===== src/rtl/arbiter_if.sv =====
// Client-side port bundle for the feature-map arbiter: one write port and one read port.
// Coordinates are (x,y) pairs and data words are channel arrays (channel 0 in the low bits).
interface arbiter_if #(
  parameter int COORD_BITS       = 8,
  parameter int CHANNELS         = 4,
  parameter int BITS_PER_CHANNEL = 8
);
  typedef struct packed {
    logic [COORD_BITS-1:0] x;
    logic [COORD_BITS-1:0] y;
  } vec2_t;

  // write port
  logic                                     write_req;
  logic                                     write_ready;
  vec2_t                                    coord_wtr;
  logic [CHANNELS-1:0][BITS_PER_CHANNEL-1:0] data_in;

  // read port
  logic                                     read_req;
  logic                                     read_ready;
  vec2_t                                    coord_rd;
  logic [CHANNELS-1:0][BITS_PER_CHANNEL-1:0] data_out;

  modport arbiter (
    input  write_req, coord_wtr, data_in, read_req, coord_rd,
    output write_ready, read_ready, data_out
  );

  modport client (
    output write_req, coord_wtr, data_in, read_req, coord_rd,
    input  write_ready, read_ready, data_out
  );
endinterface


===== src/rtl/fm_arbiter.sv =====
// Shares one single-port feature-map RAM between the conv and pool clients.
// One RAM op per cycle, writes before reads, per-class round robin, plus a whole-map clear sweep.
module fm_arbiter #(
  parameter int   COORD_BITS       = 8,
  parameter int   CHANNELS         = 4,
  parameter int   BITS_PER_CHANNEL = 8,
  parameter int   FM_WIDTH         = 32,
  parameter int   FM_HEIGHT        = 32,
  localparam int  ADDR_BITS        = $clog2(FM_WIDTH*FM_HEIGHT)
) (
  input  logic                                 clk,
  input  logic                                 rst_n,
  arbiter_if.arbiter                           conv,
  arbiter_if.arbiter                           pool,
  input  logic                                 clear_start,
  output logic                                 busy,
  output logic                                 clear_done,
  output logic                                 err_oob,
  output logic [ADDR_BITS-1:0]                 mem_addr,
  output logic                                 mem_we,
  output logic                                 mem_re,
  output logic [CHANNELS*BITS_PER_CHANNEL-1:0] mem_wdata,
  input  logic [CHANNELS*BITS_PER_CHANNEL-1:0] mem_rdata
);

  localparam int DW   = CHANNELS*BITS_PER_CHANNEL;
  localparam int NPIX = FM_WIDTH*FM_HEIGHT;
  localparam logic [ADDR_BITS-1:0]  LAST_ADDR = ADDR_BITS'(NPIX-1);
  // one extra bit so a map dimension equal to 2**COORD_BITS never aliases to zero
  localparam logic [COORD_BITS:0]   X_LIM     = (COORD_BITS+1)'(FM_WIDTH);
  localparam logic [COORD_BITS:0]   Y_LIM     = (COORD_BITS+1)'(FM_HEIGHT);

  typedef enum logic {ST_IDLE, ST_CLEAR} state_t;

  function automatic logic is_oob(input logic [COORD_BITS-1:0] x,
                                  input logic [COORD_BITS-1:0] y);
    return ({1'b0, x} >= X_LIM) || ({1'b0, y} >= Y_LIM);
  endfunction

  function automatic logic [ADDR_BITS-1:0] addr_of(input logic [COORD_BITS-1:0] x,
                                                   input logic [COORD_BITS-1:0] y);
    return ADDR_BITS'(y) * ADDR_BITS'(FM_WIDTH) + ADDR_BITS'(x);
  endfunction

  state_t                        state_q, state_d;
  logic [ADDR_BITS-1:0]          clr_cnt_q;
  logic                          wr_ptr_q, rd_ptr_q;   // 0 favours conv, 1 favours pool
  logic [1:0]                    rd_ready_q;           // doubles as the outstanding-read flag
  logic                          rd_zero_q;
  logic [1:0][DW-1:0]            held_q;

  logic [1:0]                    wr_req, rd_elig, wr_oob, rd_oob;
  logic [1:0][ADDR_BITS-1:0]     wr_addr, rd_addr;
  logic [1:0][DW-1:0]            wr_data;
  logic [1:0]                    gnt_w, gnt_r;
  logic [DW-1:0]                 rd_word;

  // index 0 = conv, index 1 = pool
  always_comb begin
    wr_req     = {pool.write_req, conv.write_req};
    rd_elig    = {pool.read_req, conv.read_req} & ~rd_ready_q;
    wr_oob[0]  = is_oob(conv.coord_wtr.x, conv.coord_wtr.y);
    wr_oob[1]  = is_oob(pool.coord_wtr.x, pool.coord_wtr.y);
    rd_oob[0]  = is_oob(conv.coord_rd.x,  conv.coord_rd.y);
    rd_oob[1]  = is_oob(pool.coord_rd.x,  pool.coord_rd.y);
    wr_addr[0] = addr_of(conv.coord_wtr.x, conv.coord_wtr.y);
    wr_addr[1] = addr_of(pool.coord_wtr.x, pool.coord_wtr.y);
    rd_addr[0] = addr_of(conv.coord_rd.x,  conv.coord_rd.y);
    rd_addr[1] = addr_of(pool.coord_rd.x,  pool.coord_rd.y);
    wr_data[0] = conv.data_in;
    wr_data[1] = pool.data_in;
  end

  // Single winner per cycle; an out-of-range winner still takes the grant but touches no RAM.
  always_comb begin
    gnt_w = 2'b00;
    gnt_r = 2'b00;
    if (rst_n && state_q == ST_IDLE) begin
      if (|wr_req)
        gnt_w = (wr_req == 2'b11) ? (wr_ptr_q ? 2'b10 : 2'b01) : wr_req;
      else if (|rd_elig)
        gnt_r = (rd_elig == 2'b11) ? (rd_ptr_q ? 2'b10 : 2'b01) : rd_elig;
    end
  end

  always_comb begin
    state_d   = state_q;
    busy      = 1'b0;
    mem_we    = 1'b0;
    mem_re    = 1'b0;
    mem_addr  = '0;
    mem_wdata = '0;
    if (rst_n) begin
      case (state_q)
        ST_IDLE: begin
          for (int c = 0; c < 2; c++) begin
            if (gnt_w[c] && !wr_oob[c]) begin
              mem_we    = 1'b1;
              mem_addr  = wr_addr[c];
              mem_wdata = wr_data[c];
            end
            if (gnt_r[c] && !rd_oob[c]) begin
              mem_re   = 1'b1;
              mem_addr = rd_addr[c];
            end
          end
          if (clear_start) state_d = ST_CLEAR;
        end
        ST_CLEAR: begin
          busy     = 1'b1;
          mem_we   = 1'b1;
          mem_addr = clr_cnt_q;
          if (clr_cnt_q == LAST_ADDR) state_d = ST_IDLE;
        end
        default: state_d = ST_IDLE;
      endcase
    end
  end

  always_ff @(posedge clk) begin
    if (!rst_n) begin
      state_q    <= ST_IDLE;
      clr_cnt_q  <= '0;
      clear_done <= 1'b0;
      err_oob    <= 1'b0;
      wr_ptr_q   <= 1'b0;
      rd_ptr_q   <= 1'b0;
      rd_ready_q <= 2'b00;
      rd_zero_q  <= 1'b0;
      held_q     <= '0;
    end else begin
      state_q    <= state_d;
      clr_cnt_q  <= (state_q == ST_CLEAR) ? clr_cnt_q + 1'b1 : '0;
      clear_done <= (state_q == ST_CLEAR) && (state_d == ST_IDLE);
      if (|gnt_w) wr_ptr_q <= gnt_w[0];
      if (|gnt_r) rd_ptr_q <= gnt_r[0];
      rd_ready_q <= gnt_r;
      rd_zero_q  <= |(gnt_r & rd_oob);
      if (|((gnt_w & wr_oob) | (gnt_r & rd_oob))) err_oob <= 1'b1;
      for (int c = 0; c < 2; c++)
        if (rd_ready_q[c]) held_q[c] <= rd_word;
    end
  end

  // Read data is shown straight from the RAM during the pulse and held from a register after it.
  assign rd_word = rd_zero_q ? '0 : mem_rdata;

  assign conv.write_ready = gnt_w[0];
  assign pool.write_ready = gnt_w[1];
  assign conv.read_ready  = rd_ready_q[0];
  assign pool.read_ready  = rd_ready_q[1];
  assign conv.data_out    = rd_ready_q[0] ? rd_word : held_q[0];
  assign pool.data_out    = rd_ready_q[1] ? rd_word : held_q[1];

endmodule

===== src/flat_wrapper.sv =====
// flat-port wrapper written by rule: the top's interface ports become plain ports
module fm_arbiter_flat 
#(
  parameter int   COORD_BITS       = 8,
  parameter int   CHANNELS         = 4,
  parameter int   BITS_PER_CHANNEL = 8,
  parameter int   FM_WIDTH         = 32,
  parameter int   FM_HEIGHT        = 32,
  localparam int  ADDR_BITS        = $clog2(FM_WIDTH*FM_HEIGHT)
)
  (clk, rst_n, clear_start, busy, clear_done, err_oob, mem_addr, mem_we, mem_re, mem_wdata, mem_rdata, conv_write_req, conv_coord_wtr, conv_data_in, conv_read_req, conv_coord_rd, conv_write_ready, conv_read_ready, conv_data_out, pool_write_req, pool_coord_wtr, pool_data_in, pool_read_req, pool_coord_rd, pool_write_ready, pool_read_ready, pool_data_out);
  arbiter_if #(.COORD_BITS(COORD_BITS), .CHANNELS(CHANNELS), .BITS_PER_CHANNEL(BITS_PER_CHANNEL)) conv_i ();
  arbiter_if #(.COORD_BITS(COORD_BITS), .CHANNELS(CHANNELS), .BITS_PER_CHANNEL(BITS_PER_CHANNEL)) pool_i ();
  input  logic clk;
  input  logic rst_n;
  input  logic clear_start;
  output logic busy;
  output logic clear_done;
  output logic err_oob;
  output logic [ADDR_BITS-1:0] mem_addr;
  output logic mem_we;
  output logic mem_re;
  output logic [CHANNELS*BITS_PER_CHANNEL-1:0] mem_wdata;
  input  logic [CHANNELS*BITS_PER_CHANNEL-1:0] mem_rdata;
  input wire logic [$bits(conv_i.write_req)-1:0] conv_write_req;
  input wire logic [$bits(conv_i.coord_wtr)-1:0] conv_coord_wtr;
  input wire logic [$bits(conv_i.data_in)-1:0] conv_data_in;
  input wire logic [$bits(conv_i.read_req)-1:0] conv_read_req;
  input wire logic [$bits(conv_i.coord_rd)-1:0] conv_coord_rd;
  output wire logic [$bits(conv_i.write_ready)-1:0] conv_write_ready;
  output wire logic [$bits(conv_i.read_ready)-1:0] conv_read_ready;
  output wire logic [$bits(conv_i.data_out)-1:0] conv_data_out;
  input wire logic [$bits(pool_i.write_req)-1:0] pool_write_req;
  input wire logic [$bits(pool_i.coord_wtr)-1:0] pool_coord_wtr;
  input wire logic [$bits(pool_i.data_in)-1:0] pool_data_in;
  input wire logic [$bits(pool_i.read_req)-1:0] pool_read_req;
  input wire logic [$bits(pool_i.coord_rd)-1:0] pool_coord_rd;
  output wire logic [$bits(pool_i.write_ready)-1:0] pool_write_ready;
  output wire logic [$bits(pool_i.read_ready)-1:0] pool_read_ready;
  output wire logic [$bits(pool_i.data_out)-1:0] pool_data_out;
  assign conv_i.write_req = conv_write_req;
  assign conv_i.coord_wtr = conv_coord_wtr;
  assign conv_i.data_in = conv_data_in;
  assign conv_i.read_req = conv_read_req;
  assign conv_i.coord_rd = conv_coord_rd;
  assign conv_write_ready = conv_i.write_ready;
  assign conv_read_ready = conv_i.read_ready;
  assign conv_data_out = conv_i.data_out;
  assign pool_i.write_req = pool_write_req;
  assign pool_i.coord_wtr = pool_coord_wtr;
  assign pool_i.data_in = pool_data_in;
  assign pool_i.read_req = pool_read_req;
  assign pool_i.coord_rd = pool_coord_rd;
  assign pool_write_ready = pool_i.write_ready;
  assign pool_read_ready = pool_i.read_ready;
  assign pool_data_out = pool_i.data_out;
  fm_arbiter #(.COORD_BITS(COORD_BITS), .CHANNELS(CHANNELS), .BITS_PER_CHANNEL(BITS_PER_CHANNEL), .FM_WIDTH(FM_WIDTH), .FM_HEIGHT(FM_HEIGHT)) u_core (.clk(clk), .rst_n(rst_n), .conv(conv_i), .pool(pool_i), .clear_start(clear_start), .busy(busy), .clear_done(clear_done), .err_oob(err_oob), .mem_addr(mem_addr), .mem_we(mem_we), .mem_re(mem_re), .mem_wdata(mem_wdata), .mem_rdata(mem_rdata));
endmodule

===== config.mk =====
export PLATFORM = sky130hd
export DESIGN_NAME = fm_arbiter_flat
export DESIGN_NICKNAME = d
export VERILOG_FILES = /design/src/rtl/arbiter_if.sv /design/src/rtl/fm_arbiter.sv /design/src/flat_wrapper.sv
export SDC_FILE = /design/constraint.sdc
export NUM_CORES = 1
export LEC_CHECK = 0
export ABC_CLOCK_PERIOD_IN_PS = 3450
export CAP_MARGIN = 20
export CORE_ASPECT_RATIO = 1.1
export CORE_MARGIN = 10
export CORE_UTILIZATION = 41
export CTS_CLUSTER_SIZE = 25
export DETAILED_ROUTE_END_ITERATION = 7
export MAX_ROUTING_LAYER = met4
export PLACE_DENSITY_LB_ADDON = 0.25
export SETUP_SLACK_MARGIN = 0.05
export SYNTH_ARGS = -nofsm -noshare
export SYNTH_HDL_FRONTEND = slang
export SYNTH_SLANG_ARGS = --single-unit

===== constraint.sdc =====
create_clock -name clk -period 3.45 [get_ports clk]
set_input_delay 0.69 -clock clk [delete_from_list [all_inputs] [get_ports clk]]
set_output_delay 0.69 -clock clk [all_outputs]
set_load 0.005 [all_outputs]

==> results.cfg <==
[drt]
drcViolationCount = 0
vias = 4846
wl_um = 19000
avgRoutedWirePerCell_um = 19.9
drtAntennaViolNets = 0
via_per_inst = 5.08
drt_iter0_markers = 212
wl_met1_um = 7510
firstDrtPassIters = 5
dr_wl_met2_um = 9520
highest_layer = met4
wl_met3_um = 1620

[cells_and_area]
fill_cells = 850
layout-drive-gt1-share = 0.233
design_area_mm2 = 0.00837
instances_no_fill = 954
nets = 978
area.growth.synth_to_final_pct = 75.4

[logic_synthesis]
async_flop_share = 0
synth-seq-cells = 82
synth_top_area_frac = 0.344
synth.net_count = 671
synth_seq_area_share = 0.344
synthTopCellsByArea = dfxtp_1, mux2_2, and2_1
postSynthAreaPerCell_um2 = 9.80
synth_enable_flop_cells = 0
synth_warnings = 0
synthCells = 487
ys_types = 46
synth_ff_type = dfxtp_1
synth_top_cell_by_area = dfxtp_1
synth.cell_area_mm2 = 0.00477

[die]
io_pins = 282
die_height_um = 133
die_w_um = 123
row_count = 41
die_area_mm2 = 0.0164
core_mm2 = 0.0114
initial_core_util = 0.417

[timing]
drv_slew = 0
finalWorstPathRequiredPeriod_ns = 3.36
fin_crit_sh = 0.973
finalSetupViolCount = 0
finClkSkew_ns = 0.00552
relSlewSlack = 0.671
hold_violations = 0
tightest_slew_ns = 0.493
timing.fmax_mhz = 298
rsz0062_at_grt = true
setup_tns_ns = 0

[clock_tree]
insertion_delay_ns = 0.33
cts_inserted_buffers = 9
cts_tree = yes
cts_root_buf = clkbuf_16
h-tree-depth = 3
clockBufferDepth = 2
ctsHoldBuffers = 0
cts.clk_slew.worst_paths_ns = 0.06
clkSinkCount = 82

[setup_path]
timing.rr.start = u_core.rd_ready_q[0]
cp-end-kind = output port
r2r_slack_ns = 1.79
worstPathArrival_ns = 2.67
crit_path_max_fanout = 15
start_kind = input pin
rr_worst_depth = 7
criticalPathCategory = input pin to output port
regToRegEndpoint = u_core.err_oob
cp.required_ns = 2.76

[worst_hold_path]
holdPathStages = 1
hp-start = u_core.err_oob
hp-class = flip-flop to flip-flop
min_to = u_core.err_oob

[placed_design]
dpl.cell_count = 921
place_congestion = 0.925
portBuffers = 281
dp_hpwl_um = 15400
post_dp_cell_area_mm2 = 0.00790

[global_routing]
grt_usage = 0.226
grt_pass1_wl_um = 28300
grt_max_degree = 69
antenna_found_initial = 3
grt_pass1_vias = 5102
grt_overflow = 0

[power]
power_density_mw_per_mm2 = 284
power_mw = 2.38
vdd_drop_max_uv = 179
leakagePower_nw = 3.53

[flow_run]
cap_violations = 0

[outcome]
status = completed
-- report_power, final --
group | internal [mW] | total [mW] | switching (mW)
Combinational | 0.298 | 0.462 | 0.164
Sequential | 0.962 | 0.968 | 0.00639
Clock | 0.581 | 0.946 | 0.365
-- sequential cells by signal (all words and copies together) (netlist names) --
register           count
u_core.clear_done      1
u_core.clr_cnt_q      10
u_core.err_oob         1
u_core.held_q         64
u_core.rd_ptr_q        1
u_core.rd_ready_q      2
u_core.rd_zero_q       1
u_core.state_q         1
u_core.wr_ptr_q        1
-- timing repair --
action                                  in CTS  in global routing
buffers inserted                             9                  0
pin swaps                                    6                  7
gates cloned                                 2                  1
resized for setup                          155                 10
endpoints found under the setup margin      44                 37
-- critical path: stages --
cell and delay, ns:
clkdlybuf4s50_1 0.42, or4_4 0.57, nor3_4 0.20, and2_4 0.22, buf_12 0.15, a22o_1 0.15
dlygate4sd2_1 0.26
-- synthesized netlist by cell type, types with 9 or more instances --
cell type and instances:
dfxtp_1 82, and2_1 65, mux2_2 64, nor2b_1 38
a22o_1 33, nand2_1 22, nor2_1 17, clkbuf_1 16
ha_1 13, xnor2_1 12, inv_1 11, buf_4 9
o21ai_1 9
-- per-layer routing --
| layer | global-route usage | vias up |
|---|---|---|
| met5 | - | - |
| met4 | 0.0721 | 0 |
| met3 | 0.0871 | 33 |
| met2 | 0.379 | 192 |
| met1 | 0.240 | 2297 |
| li1 | - | 2324 |
-- layout by cell type, fill, tap and decap left out, drive strengths merged, types with 14 or more instances in the layout --
master,Yosys,routed
clkdlybuf4s50,0,231
dfxtp,82,82
buf,18,71
and2,65,65
mux2,64,64
nor2b,38,38
a22o,33,33
nand2,22,22
nor2,18,18
clkdlybuf4s15,0,14
-- logic make-up after synthesis --
| group | Yosys count | share of synthesized area |
|---|---|---|
| muxes | 64 | 0.151 |
| and+or+nand+nor | 165 | 0.203 |
| AOI/OAI and AO/OA | 93 | 0.165 |
| buffers and inverters | 46 | 0.0496 |
| adders and majority gates | 17 | 0.0509 |
| DFF | 82 | 0.344 |
| xor gates and xnor gates | 20 | 0.0367 |
-- layout make-up --
| cell class | instances | area [um2] | share of cell area |
|---|---|---|---|
| clock buffers | 10 | 239 | 0.0286 |
| diodes | 5 | 12.5 | 0.00150 |
| well taps | 150 | 188 | 0.0224 |
| clock inverters | 6 | 65.1 | 0.00778 |
| flip-flops and latches | 82 | 1640 | 0.196 |
| inverters | 12 | 45.0 | 0.00538 |
| repair buffers | 330 | 3230 | 0.386 |
| multi-input cells | 359 | 2950 | 0.352 |
-- how the worst max path moves through the flow --
stage | cells after the start | end | startpoint
after floorplan | 7 | mem_addr[2] | conv_coord_wtr[13]
after CTS | 7 | mem_wdata[1] | pool_coord_wtr[13]
after global routing | 7 | mem_wdata[1] | pool_coord_wtr[13]
after global placement | 7 | mem_wdata[1] | conv_coord_wtr[13]
after detailed placement | 7 | mem_wdata[1] | pool_coord_wtr[13]
final | 7 | mem_wdata[1] | pool_coord_wtr[13]
-- stage by stage --
| step | hold slack (ns) | setup WS [ns] | utilization |
|---|---|---|---|
| after global routing | 0.499 | 0.0227 | 0.731 |
| after floorplan | 0.430 | 0.791 | - |
| after CTS | 0.481 | 0.0677 | 0.726 |
| after detailed placement | 0.468 | -0.373 | 0.690 |
| after global placement | 0.459 | -0.275 | 0.690 |
| final | 0.478 | 0.0929 | 0.731 |
Power figures use the tool's default switching activity.
